<file path="src/rtl/if_fetch_bridge.sv">
// Instruction-fetch bridge: a 2-entry word buffer in front of a req/gnt + rvalid memory port.
// Optional next-word prefetch is enabled by defining IF_PREFETCH_EN.
module if_fetch_bridge #(
  parameter int ADDR_W = 32,
  parameter int DATA_W = 32
) (
  input  logic              clk,
  input  logic              rst,
  input  logic              rom_ce_i,
  input  logic [ADDR_W-1:0] rom_addr_i,
  output logic [DATA_W-1:0] rom_data_o,
  output logic              stallreq_o,
  output logic              mem_req_o,
  output logic [ADDR_W-1:0] mem_addr_o,
  input  logic              mem_gnt_i,
  input  logic              mem_rvalid_i,
  input  logic [DATA_W-1:0] mem_rdata_i
);

  localparam int TAG_W = ADDR_W - 2;

`ifdef IF_PREFETCH_EN
  typedef enum logic [2:0] {IDLE, REQ, WAIT, PREQ, PWAIT} state_e;
`else
  typedef enum logic [1:0] {IDLE, REQ, WAIT} state_e;
`endif

  state_e           state_q, state_d;
  logic [1:0]       vld_q, vld_d;
  logic             ptr_q, ptr_d;
  logic [TAG_W-1:0] pend_q, pend_d;
  logic [TAG_W-1:0] tag_q  [2];
  logic [DATA_W-1:0] data_q [2];

  logic [TAG_W-1:0] req_tag;
  logic             hit0, hit1, hit, miss, fill_en;
  logic             unused_lsb;

  assign req_tag    = rom_addr_i[ADDR_W-1:2];
  assign unused_lsb = ^rom_addr_i[1:0];

  assign hit0 = vld_q[0] && (tag_q[0] == req_tag);
  assign hit1 = vld_q[1] && (tag_q[1] == req_tag);
  assign hit  = rom_ce_i && (hit0 || hit1);
  assign miss = rom_ce_i && !hit;

  // Every output is forced low while rst is asserted, independent of held state.
  assign rom_data_o = (rst && hit) ? (hit0 ? data_q[0] : data_q[1]) : '0;
  assign stallreq_o = rst && miss;
`ifdef IF_PREFETCH_EN
  assign mem_req_o  = rst && ((state_q == REQ) || (state_q == PREQ));
`else
  assign mem_req_o  = rst && (state_q == REQ);
`endif
  assign mem_addr_o = mem_req_o ? {pend_q, 2'b00} : '0;

`ifdef IF_PREFETCH_EN
  // Prefetch follows the last demand hit/fill only; prefetch fills do not advance it,
  // so the 2-entry buffer is never run ahead of the core and thrashed.
  logic [TAG_W-1:0] last_q, last_d;
  logic             last_vld_q, last_vld_d;
  logic [TAG_W-1:0] pf_tag;
  logic             pf_needed;

  assign pf_tag    = last_q + 1'b1;
  assign pf_needed = last_vld_q
                  && !(vld_q[0] && (tag_q[0] == pf_tag))
                  && !(vld_q[1] && (tag_q[1] == pf_tag));
`endif

  always_comb begin
    // NOTE: every always_comb output gets a default first so no path can infer a latch.
    state_d = state_q;
    vld_d   = vld_q;
    ptr_d   = ptr_q;
    pend_d  = pend_q;
    fill_en = 1'b0;
`ifdef IF_PREFETCH_EN
    last_d     = last_q;
    last_vld_d = last_vld_q;
    if (hit) begin
      last_d     = req_tag;
      last_vld_d = 1'b1;
    end
`endif
    unique case (state_q)
      IDLE: begin
        if (miss) begin
          pend_d  = req_tag;
          state_d = REQ;
        end
`ifdef IF_PREFETCH_EN
        else if (pf_needed) begin
          pend_d  = pf_tag;
          state_d = PREQ;
        end
`endif
      end
      REQ:  if (mem_gnt_i) state_d = WAIT;
      WAIT: begin
        if (mem_rvalid_i) begin
          fill_en = 1'b1;
          state_d = IDLE;
`ifdef IF_PREFETCH_EN
          last_d     = pend_q;
          last_vld_d = 1'b1;
`endif
        end
      end
`ifdef IF_PREFETCH_EN
      PREQ:  if (mem_gnt_i) state_d = PWAIT;
      PWAIT: begin
        if (mem_rvalid_i) begin
          fill_en = 1'b1;
          state_d = IDLE;
        end
      end
`endif
      default: state_d = IDLE;
    endcase
    if (fill_en) begin
      vld_d[ptr_q] = 1'b1;
      ptr_d        = ~ptr_q;
    end
  end

  always_ff @(posedge clk) begin
    // NOTE: sequential state uses non-blocking assignments so all flops update together.
    if (!rst) begin
      state_q <= IDLE;
      vld_q   <= '0;
      ptr_q   <= 1'b0;
      pend_q  <= '0;
`ifdef IF_PREFETCH_EN
      last_q     <= '0;
      last_vld_q <= 1'b0;
`endif
    end else begin
      state_q <= state_d;
      vld_q   <= vld_d;
      ptr_q   <= ptr_d;
      pend_q  <= pend_d;
`ifdef IF_PREFETCH_EN
      last_q     <= last_d;
      last_vld_q <= last_vld_d;
`endif
    end
  end

  // NOTE: tag/data storage is not reset; the valid bits alone qualify its contents.
  always_ff @(posedge clk) begin
    if (fill_en) begin
      tag_q[ptr_q]  <= pend_q;
      data_q[ptr_q] <= mem_rdata_i;
    end
  end

endmodule

</file>
<file path="config.mk">
export PLATFORM = sky130hd
export DESIGN_NAME = if_fetch_bridge
export DESIGN_NICKNAME = d
export VERILOG_FILES = /design/src/rtl/if_fetch_bridge.sv
export SDC_FILE = /design/constraint.sdc
export NUM_CORES = 1
export LEC_CHECK = 0
export ABC_AREA = 1
export BUFFER_PORTS_ARGS = -buffer_cell sky130_fd_sc_hd__buf_2
export CAP_MARGIN = 10
export CORE_MARGIN = 2
export CORE_UTILIZATION = 34
export CTS_CLUSTER_SIZE = 20
export DETAILED_ROUTE_END_ITERATION = 10
export RECOVER_POWER = 25
export SLEW_MARGIN = 20
export SYNTH_ARGS = -nofsm -noshare
export SYNTH_HDL_FRONTEND = slang
export SYNTH_SLANG_ARGS = --single-unit
</file>
<file path="constraint.sdc">
create_clock -name clk -period 7.1 [get_ports clk]
set_clock_uncertainty 0.2 [all_clocks]
set_input_delay 1.42 -clock clk [delete_from_list [all_inputs] [get_ports clk]]
set_output_delay 1.42 -clock clk [all_outputs]
set_load 0.05 [all_outputs]
</file>
==> impl_metrics.yaml <==
clock_network:
  postCtsSetupRepairBufs: 0
  clk_pin_slew_worst_paths_ps: 60
  worstSkewPairLatency_ps: 420
  cts.htree.levels: 4
  cts.sinks: 159
  hold_buffers: 0
  cts_tree: "done"
  clockBufferDepth: 2
  cts.repair.resized: 0
  cts_buffers: 17
  cts-root-buf: "clkbuf_16"
sta:
  hold_viol_final: 0
  rsz0062_at_grt: "no"
  post-route-period-util_pct: 77.32
  tns_ps: 0
  worst_slew_pin_slew_ps: 993.4
  timing.slew.headroom_pct: 33.70
  period_needed_ps: 5490
  setup_slack_ps: 1610
  drv_slew: 0
  setup_viol: 0
  max_freq_mhz: 182.2
placed_design:
  gp_congestion: 0.8653
  io_buffers: 130
  dp_slack_ps: 1599
  placed_cells: 1221
  dp_hpwl_mm: 13.00
final_layout:
  area_growth_pct: 20.83
  final_nets: 1030
  drive_gt1_share_pct: 21.66
  final_cell_count_no_fill: 1256
drt:
  wl_mm: 19.30
  dr_total_vias: 5736
  firstDrtPassIters: 4
  route.detailed.drc: 0
  post_drt_wl_per_cell_um: 15.37
  drt-vias-per-instance: 4.567
  drt_iter0_markers: 453
  postRouteAntennaNets: 0
floorplanning:
  num_rows: 54
  die_h_um: 152.1
  core_region_area_sq_um: 21690
  die_x_um: 152.1
  die_area_sq_um: 23150
  io_pins: 135
  start_util_pct: 34.40
grt:
  grt_start_max_net_pins: 64
  grt_pass1_vias: 5619
  grt.total_usage_pct: 16.74
  grt_pass1_wl_mm: 30.09
  grt_overflow: 0
  antenna_found_initial: 2
setup_path:
  critPathMaxFanout: 35
  endpoint_kind: "output pin"
  cpMaxStageDelayCell: "clkinv_1"
  required_ps: 5480
  crit_type: "primary input to output pin"
  startpoint_type: "primary input"
  crit_path_frequent_cell: "buf_2"
  critical-path-top-delay-family: "buffers and inverters"
  crit_chain: "buf_2 -> buf_4 -> inv_1 -> nor3_1 -> clkinv_1 -> nor2_1 -> buf_2"
  max_stage_delay_ps: 800
  arrival_ps: 3870
  critPathBufInv: 5
hold_path:
  hp-class: "flop to flop"
flow_run:
  maxCapViolCount: 0
synth:
  ys_ff_latch: 159
  avgSynthCellArea_sq_um: 8.935
  synth_cell_types: 26
  ys_seq_area_share_pct: 59.30
  yosys_warnings: 0
  netlist_area_sq_um: 7461
  postSynthCellCount: 835
pwr:
  p_leak_nw: 4.157
  power_density_nw_per_um2: 238.3
  vdd_drop_max_uv: 144.6
run_status:
  status: "completed"
==> final timing paths <==
kind | slack [ps] | startpoint | cells past startpoint | end
setup / recovery | 1610 | rst | 7 | mem_addr_o[28]
hold / removal | 250 | pend_q[16] | 0 | tag_q[0][16]
setup reg to reg | 4000 | tag_q[0][1] | 11 | pend_q[27]
hold reg to reg | 250 | pend_q[16] | 0 | tag_q[0][16]
==> power breakdown <==
| part | switching [W] | total, W | internal [W] |
|---|---|---|---|
| clock | 0.000352 | 0.000940 | 0.000589 |
| combinational | 0.000112 | 0.000164 | 0.0000527 |
| sequential | 0.0000146 | 0.00104 | 0.00103 |
==> layer usage <==
layer	vias up	routed length [um]	share of wire, %	GRT usage [%]
li1	2899	-	-	-
met1	2669	8733	45	21.81
met2	142	9215	48	27.37
met3	26	911	4.7	3.754
met4	0	444	2.3	6.320
met5	-	0	0	0
==> sequential cells by signal, indices dropped and copies added, names as in the netlist <==
signal and cells:
state_q 2, pend_q 30, tag_q 60, ptr_q 1, vld_q 2, data_q 64
==> metrics by stage <==
| step | util [%] | hold slack [ps] | power (W) | area (sq um) |
|---|---|---|---|---|
| 6_report | 41.57 | 254.2 | 0.002148 | 9015 |
| 5_1_grt | 41.55 | 268.6 | 0.002229 | 9012 |
| 4_1_cts | 41.42 | 254.3 | 0.002167 | 8984 |
| 3_5_place_dp | 38.62 | 238.9 | 0.001227 | 8377 |
| 3_3_place_gp | 38.62 | 233.0 | 0.001223 | 8377 |
| 2_1_floorplan | - | 225.6 | 0.001165 | 7465 |
==> cell usage after synthesis <==
master    instances  area share [%]
nand2_1         237              12
inv_1           154             7.7
edfxtp_1        124              50
nor2_1           92             4.6
nand4_1          49             4.1
nand3_1          40             2.7
dfxtp_1          35             9.4
a21oi_2          30             3.5
buf_2            16             1.1
clkbuf_1         12            0.60
xnor2_1          12             1.4
inv_2             6            0.30
nor3_1            6            0.40
a21oi_1           4            0.27
buf_6             3            0.45
buf_4             2            0.20
nor2_2            2            0.17
o21ai_0           2            0.13
xor2_1            2            0.23
conb_1            1           0.050
nand2_2           1           0.084
nand2_4           1            0.15
nand3_2           1            0.13
nand3_4           1            0.23
o21a_1            1            0.10
or2_1             1           0.084
==> cells by family (layout without fill, tap and decap cells) <==
| logic type | after synthesis | in the layout | share of synthesized area, % |
|---|---|---|---|
| other | 1 | 4 | 0.05026 |
| and+or+nand+nor | 431 | 431 | 24.60 |
| xor gates and xnor gates | 14 | 14 | 1.644 |
| buffers and inverters | 193 | 331 | 10.38 |
| DFF | 159 | 159 | 59.30 |
| AOI/OAI and AO/OA | 37 | 37 | 4.025 |
==> area by class of cell <==
type                    instances  area [sq um]
diodes                          2         5.005
multi-input cells             484          2291
clock inverters                10         162.7
well taps                     280         350.3
fillers                      2197         12670
clock buffers                  22         444.2
inverters                     160         600.6
flip-flops and latches        159          4424
repair buffers                139         737.0
==> cell usage in the layout, fill, tap and decap left out, drive strengths merged, types with 12 or more instances in the layout <==
master,instances
buf,138
nand2,239
nor2,94
clkbuf,23
nand3,42
nand4,49
dfxtp,35
inv,159
xnor2,12
edfxtp,124
a21oi,34
No activity file was read; power rests on OpenSTA's default activity.
